File: src/rtl/defines.v
// Shared defines for the hazard controller.
// Register-file address/data widths and the controller state encodings.
// Guarded so it can be included from every file in the slice.
`ifndef HAZARD_DEFINES_V
`define HAZARD_DEFINES_V

`define REG_ADDR_WIDTH 5
`define REG_WIDTH      32

`define HZ_ST_RUN      2'd0
`define HZ_ST_MEM_WAIT 2'd1
`define HZ_ST_REDIRECT 2'd2

`endif

File: src/rtl/hazard_ctrl_pkg.sv
// hazard_ctrl_pkg: shared types and constants for the hazard controller.
//   - REG_ADDR_W      register address width (from defines.v)
//   - S_*             state encodings (from defines.v)
//   - hz_ctl_t        bundle of stall / bubble / flush controls
//   - ctl_* helpers   canned control bundles used by the state machine
`include "defines.v"

package hazard_ctrl_pkg;

  localparam int REG_ADDR_W = `REG_ADDR_WIDTH;

  localparam logic [1:0] S_RUN      = `HZ_ST_RUN;
  localparam logic [1:0] S_MEM_WAIT = `HZ_ST_MEM_WAIT;
  localparam logic [1:0] S_REDIRECT = `HZ_ST_REDIRECT;

  typedef struct packed {
    logic stall_pc;
    logic stall_if_id;
    logic stall_id_ex;
    logic stall_ex_mem;
    logic bubble_id_ex;
    logic flush_if_id;
    logic flush_id_ex;
  } hz_ctl_t;

  // Whole pipeline frozen behind an outstanding data access.
  function automatic hz_ctl_t ctl_freeze();
    hz_ctl_t c;
    c = '0;
    c.stall_pc     = 1'b1;
    c.stall_if_id  = 1'b1;
    c.stall_id_ex  = 1'b1;
    c.stall_ex_mem = 1'b1;
    return c;
  endfunction

  // Taken branch: squash the two younger instructions.
  function automatic hz_ctl_t ctl_branch();
    hz_ctl_t c;
    c = '0;
    c.flush_if_id = 1'b1;
    c.flush_id_ex = 1'b1;
    return c;
  endfunction

  // Load-use: hold fetch/decode, insert one bubble behind the load.
  function automatic hz_ctl_t ctl_load_use();
    hz_ctl_t c;
    c = '0;
    c.stall_pc     = 1'b1;
    c.stall_if_id  = 1'b1;
    c.bubble_id_ex = 1'b1;
    return c;
  endfunction

endpackage

File: src/rtl/hazard_cmp.sv
// hazard_cmp: combinational load-use detector.
// Ports:
//   rs1_addr, rs2_addr  decode-stage source registers
//   rs1_used, rs2_used  decode instruction actually reads rs1 / rs2
//   rd_addr             execute-stage destination register
//   load                execute instruction is a load
//   load_use            decode needs the load result next cycle
`include "defines.v"

module hazard_cmp
  import hazard_ctrl_pkg::*;
(
  input  logic [REG_ADDR_W-1:0] rs1_addr,
  input  logic [REG_ADDR_W-1:0] rs2_addr,
  input  logic                  rs1_used,
  input  logic                  rs2_used,
  input  logic [REG_ADDR_W-1:0] rd_addr,
  input  logic                  load,
  output logic                  load_use
);

  logic rs1_hit, rs2_hit;

  assign rs1_hit  = rs1_used & (rs1_addr == rd_addr);
  assign rs2_hit  = rs2_used & (rs2_addr == rd_addr);
  // x0 is hardwired zero, so a load targeting it never creates a dependency.
  assign load_use = load & (rd_addr != '0) & (rs1_hit | rs2_hit);

endmodule

File: src/rtl/hazard_ctrl.sv
// hazard_ctrl: pipeline hazard controller (stalls, bubbles, flushes).
// Optional feature macro: HAZARD_CTRL_PERF_EN enables the two performance
// counters; without it the counter ports are constant zero.
// Ports:
//   clk, rst_n                       clock, async active-low reset
//   rs1/rs2_addr_id, rs1/rs2_used_id decode source registers and use flags
//   rd_addr_ex, load_ex              execute destination / load flag
//   branch_taken_ex                  execute redirects the PC
//   dmem_req_mem, dmem_ready         data access issue pulse / completion
//   imem_ready                       fetched instruction valid
//   stall_*, bubble_id_ex, flush_*   pipeline controls (combinational)
//   state_o                          RUN=0, MEM_WAIT=1, REDIRECT=2
//   stall_cycles, flush_events       performance counters
`include "defines.v"

module hazard_ctrl
  import hazard_ctrl_pkg::*;
(
  input  logic                       clk,
  input  logic                       rst_n,
  input  logic [`REG_ADDR_WIDTH-1:0] rs1_addr_id,
  input  logic [`REG_ADDR_WIDTH-1:0] rs2_addr_id,
  input  logic                       rs1_used_id,
  input  logic                       rs2_used_id,
  input  logic [`REG_ADDR_WIDTH-1:0] rd_addr_ex,
  input  logic                       load_ex,
  input  logic                       branch_taken_ex,
  input  logic                       dmem_req_mem,
  input  logic                       dmem_ready,
  input  logic                       imem_ready,
  output logic                       stall_pc,
  output logic                       stall_if_id,
  output logic                       stall_id_ex,
  output logic                       stall_ex_mem,
  output logic                       bubble_id_ex,
  output logic                       flush_if_id,
  output logic                       flush_id_ex,
  output logic [1:0]                 state_o,
  output logic [31:0]                stall_cycles,
  output logic [31:0]                flush_events
);

  logic [1:0] state, state_nxt;
  logic       redirect_pend, pend_nxt;
  logic       load_use, mem_miss;
  hz_ctl_t    ctl, ctl_out;

  hazard_cmp u_cmp (
    .rs1_addr (rs1_addr_id),
    .rs2_addr (rs2_addr_id),
    .rs1_used (rs1_used_id),
    .rs2_used (rs2_used_id),
    .rd_addr  (rd_addr_ex),
    .load     (load_ex),
    .load_use (load_use)
  );

  assign mem_miss = dmem_req_mem & ~dmem_ready;

  // Branches are only acted on in cycles where execute is not frozen; every
  // path that freezes execute below takes priority over the branch arm, so a
  // branch held during a freeze is simply seen again on release.
  always_comb begin
    ctl       = '0;
    state_nxt = S_RUN;
    // An arriving fetch always retires a pending redirect; a new branch in
    // the same cycle re-arms it (the fetch belonged to the wrong path).
    pend_nxt  = redirect_pend & ~imem_ready;
    case (state)
      S_RUN: begin
        if (mem_miss) begin
          ctl       = ctl_freeze();
          state_nxt = S_MEM_WAIT;
        end else if (branch_taken_ex) begin
          ctl       = ctl_branch();
          pend_nxt  = 1'b1;
          state_nxt = S_REDIRECT;
        end else if (load_use) begin
          ctl       = ctl_load_use();
        end
      end
      S_MEM_WAIT: begin
        // A new dmem_req_mem pulse cannot belong to a frozen stage; ignore it.
        if (!dmem_ready) begin
          ctl       = ctl_freeze();
          state_nxt = S_MEM_WAIT;
        end else if (branch_taken_ex) begin
          ctl       = ctl_branch();
          pend_nxt  = 1'b1;
          state_nxt = S_REDIRECT;
        end else begin
          if (load_use) ctl = ctl_load_use();
          state_nxt = (redirect_pend & ~imem_ready) ? S_REDIRECT : S_RUN;
        end
      end
      S_REDIRECT: begin
        if (mem_miss) begin
          // Redirect stays pending across the data wait.
          ctl       = ctl_freeze();
          state_nxt = S_MEM_WAIT;
        end else if (!imem_ready) begin
          ctl.stall_pc    = 1'b1;
          ctl.flush_if_id = 1'b1;
          state_nxt       = S_REDIRECT;
        end
      end
      default: begin
        ctl       = '0;
        state_nxt = S_RUN;
        pend_nxt  = 1'b0;
      end
    endcase
  end

  always_ff @(posedge clk or negedge rst_n) begin
    if (!rst_n) begin
      state         <= S_RUN;
      redirect_pend <= 1'b0;
    end else begin
      state         <= state_nxt;
      redirect_pend <= pend_nxt;
    end
  end

  // Controls are forced quiet during reset regardless of input activity.
  assign ctl_out      = rst_n ? ctl : '0;
  assign stall_pc     = ctl_out.stall_pc;
  assign stall_if_id  = ctl_out.stall_if_id;
  assign stall_id_ex  = ctl_out.stall_id_ex;
  assign stall_ex_mem = ctl_out.stall_ex_mem;
  assign bubble_id_ex = ctl_out.bubble_id_ex;
  assign flush_if_id  = ctl_out.flush_if_id;
  assign flush_id_ex  = ctl_out.flush_id_ex;
  assign state_o      = state;

`ifdef HAZARD_CTRL_PERF_EN
  logic [31:0] stall_cnt, flush_cnt;
  logic        run_to_redirect;

  assign run_to_redirect = (state == S_RUN) & (state_nxt == S_REDIRECT);

  // Both counters wrap naturally at 32 bits.
  always_ff @(posedge clk or negedge rst_n) begin
    if (!rst_n) begin
      stall_cnt <= '0;
      flush_cnt <= '0;
    end else begin
      if (stall_pc)        stall_cnt <= stall_cnt + 32'd1;
      if (run_to_redirect) flush_cnt <= flush_cnt + 32'd1;
    end
  end

  assign stall_cycles = stall_cnt;
  assign flush_events = flush_cnt;
`else
  assign stall_cycles = 32'd0;
  assign flush_events = 32'd0;
`endif

endmodule

File: config.mk
export PLATFORM = sky130hd
export DESIGN_NAME = hazard_ctrl
export DESIGN_NICKNAME = d
export VERILOG_FILES = /design/src/rtl/hazard_ctrl_pkg.sv /design/src/rtl/hazard_cmp.sv /design/src/rtl/hazard_ctrl.sv
export VERILOG_INCLUDE_DIRS = /design/src /design/src/rtl
export SDC_FILE = /design/constraint.sdc
export NUM_CORES = 1
export LEC_CHECK = 0
export BUFFER_PORTS_ARGS = -buffer_cell sky130_fd_sc_hd__buf_2
export CAP_MARGIN = 20
export CORE_AREA = 2 2 44 63
export DETAILED_ROUTE_END_ITERATION = 10
export DIE_AREA = 0 0 46 65
export GPL_ROUTABILITY_DRIVEN = 0
export GPL_TIMING_DRIVEN = 0
export PLACE_DENSITY_LB_ADDON = 0.3
export REMOVE_ABC_BUFFERS = 1
export SYNTH_ARGS = -nofsm -noshare
export SYNTH_HDL_FRONTEND = slang
export SYNTH_HIERARCHICAL = 1
export SYNTH_SLANG_ARGS = --single-unit
File: constraint.sdc
create_clock -name clk -period 2.85 [get_ports clk]
set_clock_uncertainty 0.05 [all_clocks]
set_input_delay 0.4275 -clock clk [delete_from_list [all_inputs] [get_ports clk]]
set_output_delay 0.4275 -clock clk [all_outputs]
set_load 0.1 [all_outputs]
==> results of run 1 <==
[metal layers]
metal	part of all wire	wire [µm]	track usage	vias up
met2	0.49	758	0.161	67
li1	-	-	-	303
met5	0	0	0	-
met1	0.35	534	0.0845	279
met3	0.16	250	0.0334	0
met4	0	0	0.0321	0
[cell families (layout without fill, tap and decap cells)]
logic type      Yosys count  count (layout)  share of synthesized area
buf+inv                  68              39                      0.579
other cells               1              64                    0.00432
simple gates             19              19                      0.143
flops                     3               3                     0.0865
compound gates           12              12                     0.0865
xor+xnor                 10              10                      0.101
[flip-flops by register name (all words and copies together) (netlist names)]
| register | flops |
|---|---|
| redirect_pend | 1 |
| state_o | 2 |
[final timing paths]
check	from	endpoint	cells past startpoint
worst max-delay path	rd_addr_ex[0]	stall_pc	9
worst min-delay path	dmem_ready	state_o[0]$_DFF_PN0_	2
worst max register to register	state_o[1]$_DFF_PN0_	state_o[1]$_DFF_PN0_	3
worst min register to register	state_o[0]$_DFF_PN0_	redirect_pend$_DFF_PN0_	1
max in group asynchronous	rst_n	state_o[0]$_DFF_PN0_	2
min in group asynchronous	rst_n	state_o[1]$_DFF_PN0_	2
[synthesized netlist by cell type, drive strengths merged]
master,instances,share of area
dfrtp,3,0.086
a31oi,1,0.0072
o21ai,2,0.012
o32ai,1,0.010
nand2b,5,0.036
inv,2,0.0086
xor2,8,0.081
o21a,2,0.017
buf,66,0.57
or4,1,0.0086
xnor2,2,0.020
nor4,2,0.022
nor2b,1,0.0072
or3b,1,0.010
o22ai,1,0.0072
conb,1,0.0043
and2,1,0.0072
nor3b,2,0.017
nand3,2,0.012
nor4b,1,0.010
nor2,3,0.013
a21oi,5,0.033
[power breakdown]
group | switching (mW) | leakage (nW) | internal (mW)
logic | 0.478 | 0.449 | 0.0423
clock network | 0.0219 | 0.0150 | 0.0525
registers | 0.0104 | 0.0371 | 0.0502
[layout make-up]
cell class / instances / share of cell area
tap: 24 / 0.0359
inverter: 2 / 0.00898
clock buffer: 4 / 0.0314
timing repair buffer: 33 / 0.204
multi-input combinational: 105 / 0.630
sequential: 3 / 0.0898
[worst max-delay path: cells and delay by family]
family	cells	cell delay, ps
AND/OR/NAND/NOR	4	800
AO/OA/AOI/OAI	2	290
buffers and inverters	2	530
XOR/XNOR	1	170
[layout by cell type, fill, tap and decap left out, drive strengths merged]
cell type	Yosys	final
xor2	8	8
o32ai	1	1
or4	1	1
inv	2	2
o21ai	2	2
nor4b	1	1
a31oi	1	1
nor2b	1	1
nand3	2	2
or3b	1	1
o21a	2	2
and2	1	1
nor4	2	2
dfrtp	3	3
o22ai	1	1
buf	66	32
a21oi	5	5
nor2	3	3
dlygate4sd3	0	1
xnor2	2	2
clkbuf	0	4
nand2b	5	5
nor3b	2	2
conb	1	64
[timing repair]
action | 4_1_cts | 5_1_grt
endpoints found under the setup margin | 0 | 0
hold buffers | 1 | 0
gates resized for setup | 0 | 0
hold endpoints to repair | 3 | 0
==> impl_results.md, run 1 <==
- Status: completed
- Final instance area: 836 µm²
- Reg clk slew, reported paths: 30 ps
- CTS tree: built
- Clk sink count: 3
- Final wirelength: 1540 µm
- Peak VDD IR: 316 µV
- # IOs: 97
- Worst path max stage delay: 410 ps
- Gr ovfl total: 0
- Most numerous cell on the critical path: buf_2
- Final hold slack: 387 ps
- Class of the worst hold path: in2reg
- P&R area growth vs syn: -3.75%
- Largest net degree at the start of global routing: 11
- Max Slew Vio Count: 0
- Layout Utilization: 0.337
- Via-to-Cell Ratio: 3.80
- Final min period: 2710 ps
- DIE AREA: 0.00299 mm²
- Die W: 46 µm
- Post-route ant nets: 0
- Max FO, Critical Path: 3
- Max_cap viols: 0
- Total track usage: 0.0886
- Yosys warning count: 6
- Startpoint Class: primary input
- First-pass GRT wire length: 1970 µm
- Setup Buffers After CTS: 0
- Pwr Density: 784 mW/mm²
- Port bufs: 32
- Crit path max-delay cell type: buf_2
- Syn Inst Count: 113
- R2R setup slack: 1670 ps
- Final non-filler cell total: 171
- Final count of negative-setup-slack endpoints: 0
- Place WS: 148 ps
- Via Count: 649
- Total power: 0.656 mW
- Num CTS Buffers: 3
- HPWL after detailed placement: 1320 µm
- CP Data Arrival Time: 2230 ps
- Worst path required time: 2370 ps
- Post-Place Cells: 166
- Fillers: 275
- ANT cells: 0
- Seq cells post-synth: 3
- Crit end category: output pin
- Unrepaired setup endpoints after global routing: no
- Maximum clock path buffer count: 2
- Vias in the first global route: 516
- DRC viols: 0
- Layout cells sized above 1: 0.252
- Drt initial violations: 2
- Nets: 172
- Yosys cell types: 24
- Sequential cell area fraction in the yosys report: 0.0865
- Max H-tree Level: 1
- Crit-path cells: buf_2 > xor2_1 > nor4_2 > nand3_1 > a21oi_1 > nor3b_1 > nand2b_1 > o21a_1 > buf_2
- Area of the core: 0.00248 mm²
- Multi-input logic area: 527 µm²
- Initial antenna violation count: 0
- Sequential Area: 75.1 µm²
- Die height: 65 µm
- Final Hold Vio Count: 0
- Worst-Skew Late Latency: 230 ps
- Post-Route Setup TNS: 0 ps
- Leakage Power: 0.501 nW
- Area post-placement: 800 µm²
- WS Path Type: in2out
- DR WL/cell: 9.03 µm
- Setup slack after layout: 141 ps
- Starting density of the core: 0.351
- CTS root buf: clkbuf_4
- Drt pass-1 iters: 2
- Row Count: 22
- Syn avg cell area: 7.68 µm²
- Fmax: 369 MHz
- Final worst path period share: 0.951
- Mapped Area: 868 µm²
(Power assumes the default switching activity.)
==> inputs of run 2 (changes only) <==
BUFFER_PORTS_ARGS = default   (was -buffer_cell sky130_fd_sc_hd__buf_2)
CORE_AREA = 2 2 43 45   (was 2 2 44 63)
DIE_AREA = 0 0 45 47   (was 0 0 46 65)
DONT_BUFFER_PORTS = 1   (was default)
MAX_ROUTING_LAYER = met4   (was default)
RECOVER_POWER = 25   (was default)
==> run 2 against run 1 <==
Final area shrank 15%; sequential share of layout area grew 1.9 points; sequential power grew 48%; cell count shrank 22%; count of clock-buffer cells in the layout is the same; routed wire length shrank 10%; setup slack gained 30 ps; register-to-register slack lost 240 ps; clock power grew 4.7%; maximum frequency grew 1.1%; non-clock buffer count shrank 30; largest cell class unchanged.
==> impl_results.md, run 2 (synthesis gave the netlist of run 1 again) <==
- First-pass GRT wire length: 1660 µm (-16%)
- Nets: 142 (-17%)
- Relative slew margins: 0.295
- Final count of negative-setup-slack endpoints: 0 (unchanged)
- Final non-filler cell total: 134 (-22%)
- Gr ovfl total: 0 (unchanged)
- Clk sink count: 3 (unchanged)
- Launch point of the worst path: state_o[1]$_DFF_PN0_
- Worst path required time: 2370 ps (about the same)
- Share of power burned in registers: 0.142 (+0.050)
- HPWL after detailed placement: 1190 µm (-10%)
- Fillers: 175 (-36%)
- Crit path max-delay cell type: and2_2
- Sw power: 0.501 mW (-2.0%)
- Worst path max stage delay: 850 ps (+440 ps)
- Total track usage: 0.111 (+0.0226)
- Area post-placement: 674 µm² (-16%)
- Measured slew at the worst slew-check pin: 1060 ps
- Final instance area: 714 µm² (-15%)
- ANT cells: 0 (unchanged)
- Unrepaired setup endpoints after global routing: no
- Leakage Power: 0.378 nW (-24%)
- Most frequent cells in the layout: conb_1 (64), xor2_1 (8), nand2b_1 (5)
- Internal power: 0.133 mW (-8.4%)
- Max reg flops: 2 (unchanged)
- Drt pass-1 iters: 4 (+2)
- Origin of the critical flop-to-flop path: state_o[1]$_DFF_PN0_
- Final Hold Vio Count: 0 (unchanged)
- Final worst path period share: 0.940 (-0.0106)
- Final wirelength: 1390 µm (-10%)
- Layout cells sized above 1: 0.120 (-0.132)
- Port bufs: 0 (-100%)
- DR WL/cell: 10.4 µm (+15%)
- Worst hold start: dmem_ready
- Worst-Skew Late Latency: 240 ps (about the same)
- Crit-path cells: nand2b_1 > a21oi_2 > and2_2
- Total power: 0.633 mW (-3.4%)
- CTS root buf: clkbuf_4
- Fmax: 373 MHz (+1.1%)
- Max_cap viols: 0 (unchanged)
- Die W: 45 µm (-2.2%)
- Reg clk slew, reported paths: 40 ps (about the same)
- Setup Buffers After CTS: 0 (unchanged)
- Most common cell after layout, fill and taps aside: conb_1
- Crit end category: output pin
- Num CTS Buffers: 3 (unchanged)
- Starting density of the core: 0.526 (+0.175)
- Post-route ant nets: 0 (unchanged)
- Class of the worst hold path: in2reg
- CP Data Arrival Time: 2200 ps (-30 ps)
- Max FO, Critical Path: 10 (+7)
- CP Buf/Inv Count: 0 (-2)
- Area of the core: 0.00165 mm² (-33%)
- DRC viols: 0 (unchanged)
- Peak VDD IR: 353 µV (+12%)
- Largest net degree at the start of global routing: 11 (unchanged)
- Initial antenna violation count: 0 (unchanged)
- # IOs: 97 (unchanged)
- Comb pwr share: 0.735 (-0.059)
- P&R area growth vs syn: -17.7%
- Pwr Density: 886 mW/mm² (+13%)
- Max Slew Vio Count: 0 (unchanged)
- Max H-tree Level: 1 (unchanged)
- Post-Place Cells: 129 (-22%)
- Via Count: 541 (-17%)
- Final min period: 2680 ps (-30.2 ps)
- CP delay by family, top: simple AND/OR/NAND/NOR gates
- WS Path Type: reg2out
- Status: completed
- CTS tree: built
- Vias in the first global route: 402 (-22%)
- DIE AREA: 0.00212 mm² (-29%)
- Drt initial violations: 10 (+8)
- Maximum clock path buffer count: 2 (unchanged)
- Sw Ratio: 0.790 (+0.0115)
- Clk pwr share: 0.123 (+0.010)
- Die height: 47 µm (-28%)
- Via-to-Cell Ratio: 4.04 (+6.4%)
- Startpoint Class: register
- Row Count: 15 (-32%)
[run 2: final timing paths]
kind / cells past startpoint / slack [ps] / endpoint
max in group asynchronous: 1 / 2180 / state_o[1]$_DFF_PN0_
max reg2reg: 3 / 1430 / state_o[1]$_DFF_PN0_
min in group asynchronous: 1 / 400 / state_o[0]$_DFF_PN0_
min reg2reg: 3 / 650 / redirect_pend$_DFF_PN0_
min: 1 / 210 / state_o[0]$_DFF_PN0_
max: 3 / 170 / stall_id_ex
[run 2: through the flow]
step	util	worst slack, ps	TNS, ps	hold WS [ps]
2_1_floorplan	-	-1850	-3180	81.9
3_3_place_gp	0.382	-2000	-3640	82.1
3_5_place_dp	0.408	-3.60	-3.60	82.1
4_1_cts	0.432	76.2	0	202
5_1_grt	0.433	42.9	0	209
6_report	0.433	171	0	206
[run 2: power groups by stage]
stage	clock network (mW)	logic (mW)	registers, mW
floorplan	0	0.449	0.0861
global placement	0	0.452	0.0886
detailed placement	0	0.461	0.0890
CTS	0.0794	0.463	0.0897
global route	0.0832	0.478	0.0915
finish	0.0779	0.466	0.0899
[run 2: what timing repair did]
action,CTS,global route
setup endpoints to repair,4,1
hold endpoints to repair,3,0
hold buffers,1,0
gates resized for setup,2,1
[run 2: layout make-up]
class | count | area [µm²] | share of cell area
clock buffer | 4 | 26.3 | 0.0368
multi-input combinational | 105 | 542 | 0.758
tap | 17 | 21.3 | 0.0298
inverter | 2 | 7.51 | 0.0105
timing repair buffer | 3 | 40.0 | 0.0560
sequential | 3 | 77.6 | 0.109
[run 2: per-layer routing]
metal / track usage / vias to the layer above / wire length (µm) / share of wire
li1: - / 243 / - / -
met1: 0.120 / 232 / 394 / 0.28
met2: 0.197 / 66 / 723 / 0.52
met3: 0.0308 / 0 / 270 / 0.19
met4: 0.0353 / 0 / 0 / 0
met5: - / - / 0 / 0
==> inputs of run 3 (changes only) <==
CORE_AREA = 2 2 40 42   (was 2 2 43 45)
DIE_AREA = 0 0 42 44   (was 0 0 45 47)
==> run 3 against run 2 <==
Sequential share of layout area did not move; sequential power barely moved; register-to-register slack improved by 40 ps; setup slack improved by 0.98 ps; hold slack improved by 12 ps; power fell by 0.69%; routed wire length fell by 11%; combinational power barely moved; flip-flop and latch count did not move; clock power fell by 5.0%; global-route usage rose by 0.91 points; critical endpoint is now stall_if_id.
==> impl_results.md, run 3 (synthesis gave the netlist of run 1 again) <==
- Final instance area: 714 µm² (unchanged)
- Total power: 0.629 mW (-0.69%)
- CP Data Arrival Time: 2200 ps (about the same)
- Nets: 142 (unchanged)
- WS Path Type: in2out
- Reg clk slew, reported paths: 30 ps (about the same)
- Via-to-Cell Ratio: 3.80 (-5.8%)
- Row Count: 14 (-1)
- Final count of negative-setup-slack endpoints: 0 (unchanged)
- Area post-placement: 673 µm² (-0.19%)
- CTS root buf: clkbuf_4
- ANT cells: 0 (unchanged)
- Most common cell after layout, fill and taps aside: conb_1
- Most frequent cells in the layout: conb_1 (64), xor2_1 (8), nand2b_1 (5)
- # IOs: 97 (unchanged)
- Post-route ant nets: 0 (unchanged)
- Worst hold start: dmem_ready
- Num CTS Buffers: 3 (unchanged)
- Via Count: 506 (-6.5%)
- Leakage Power: 0.379 nW (+0.23%)
- Worst-Skew Late Latency: 230 ps (about the same)
- Max Slew Vio Count: 0 (unchanged)
- Pwr Density: 880 mW/mm² (-0.69%)
- Gr ovfl total: 0 (unchanged)
- Max FO, Critical Path: 3 (-7)
- Hold path depth: 1 (unchanged)
- Area of the core: 0.00142 mm² (-14%)
- Die height: 44 µm (-6.4%)
- DIE AREA: 0.00185 mm² (-13%)
- Die W: 42 µm (-6.7%)
- Startpoint Class: primary input
- Crit end category: output pin
- Max_cap viols: 0 (unchanged)
- Drt pass-1 iters: 2 (-2)
- Clk sink count: 3 (unchanged)
- Total track usage: 0.120 (+0.00908)
- Min-Delay Endpoint: state_o[0]$_DFF_PN0_
- Peak VDD IR: 489 µV (+38%)
- Class of the worst hold path: in2reg
- DRC viols: 0 (unchanged)
- Final min period: 2680 ps (-0.984 ps)
- Reg2Reg Depth: 3 (unchanged)
- Max H-tree Level: 1 (unchanged)
- Origin of the critical flop-to-flop path: state_o[1]$_DFF_PN0_
- Vias in the first global route: 392 (-2.5%)
- Largest net degree at the start of global routing: 11 (unchanged)
- Drt initial violations: 3 (-7)
- Measured slew at the worst slew-check pin: 1060 ps (+2.60 ps)
- Reg2reg end: state_o[1]$_DFF_PN0_
- R2R setup slack: 1470 ps (+40 ps)
- Status: completed
- Layout cells sized above 1: 0.120 (unchanged)
- Post-Route Setup TNS: 0 ps (unchanged)
- Worst path required time: 2370 ps (about the same)
- HPWL after detailed placement: 1110 µm (-6.8%)
- CTS tree: built
- Unrepaired setup endpoints after global routing: no
- Relative slew margins: 0.293 (-0.00174)
- Max reg flops: 2 (unchanged)
- P&R area growth vs syn: -17.7% (unchanged)
- Starting density of the core: 0.612 (+0.0862)
- Final wirelength: 1230 µm (-11%)
- Maximum clock path buffer count: 2 (unchanged)
- Setup slack after layout: 172 ps (+0.984 ps)
- First-pass GRT wire length: 1640 µm (-1.3%)
- Final hold slack: 218 ps (+12.0 ps)
- Port bufs: 0 (unchanged)
- Final Hold Vio Count: 0 (unchanged)
- Place WS: 1.19 ps (+4.79 ps)
- Fmax: 373 MHz (about the same)
- Initial antenna violation count: 0 (unchanged)
- Setup Buffers After CTS: 0 (unchanged)
- Final worst path period share: 0.940 (about the same)
- DR WL/cell: 9.27 µm (-10%)
## run 3: cell counts in the layout (fill, tap and decap cells not counted)
No cell type changed its count.
## run 3: worst max-delay path by stage
stage | slack (ps) | start | depth (start not counted) | endpoint
after global routing | 10 | rd_addr_ex[0] | 6 | stall_if_id
after global placement | -2010 | state_o[0]$_DFF_PN0_ | 3 | bubble_id_ex
after detailed placement | 1 | state_o[1]$_DFF_PN0_ | 3 | stall_pc
after CTS | 50 | rd_addr_ex[0] | 7 | stall_pc
final | 170 | rd_addr_ex[0] | 6 | stall_if_id
after floorplan | -1850 | state_o[0]$_DFF_PN0_ | 3 | bubble_id_ex
## run 3: where the power goes
group	internal [mW]	total [mW]	switching, mW	leakage, nW
combinational	0.0304	0.465	0.435	0.330
clock	0.0524	0.0740	0.0216	0.0150
sequential	0.0503	0.0897	0.0393	0.0346
## run 3: area by class of cell
| cell class | count | area, µm² |
|---|---|---|
| Timing Repair Buffer | 3 | 40.0 |
| Clock buffer | 4 | 26.3 |
| Inverter | 2 | 7.51 |
| Sequential cell | 3 | 77.6 |
| Multi-Input combinational cell | 105 | 543 |
| Fill cell | 150 | 704 |
| Tap cell | 16 | 20.0 |
## run 3: stage by stage
| stage | utilization | cells |
|---|---|---|
| CTS | 0.503 | 133 |
| detailed placement | 0.474 | 128 |
| global placement | 0.444 | 126 |
| finish | 0.504 | 133 |
| global route | 0.504 | 133 |
| floorplan | - | 110 |
## run 3: worst max-delay path, cell delays in order
cell and delay [ps]:
xor2_1 150, nor4_2 270, nand3_1 110, a21oi_1 190, nor3b_1 280, o21a_1 780
## run 3: routing by layer
metal	global-route usage	vias to the layer above	routed length, µm
li1	-	243	-
met1	0.113	219	377
met2	0.203	44	690
met3	0.0625	0	166
met4	0.0581	0	0
met5	-	-	0
## run 3: timing repair
item,CTS,global route
hold buffers,1,0
endpoints found under the setup margin,4,1
hold endpoints to repair,3,0
gates resized for setup,3,1
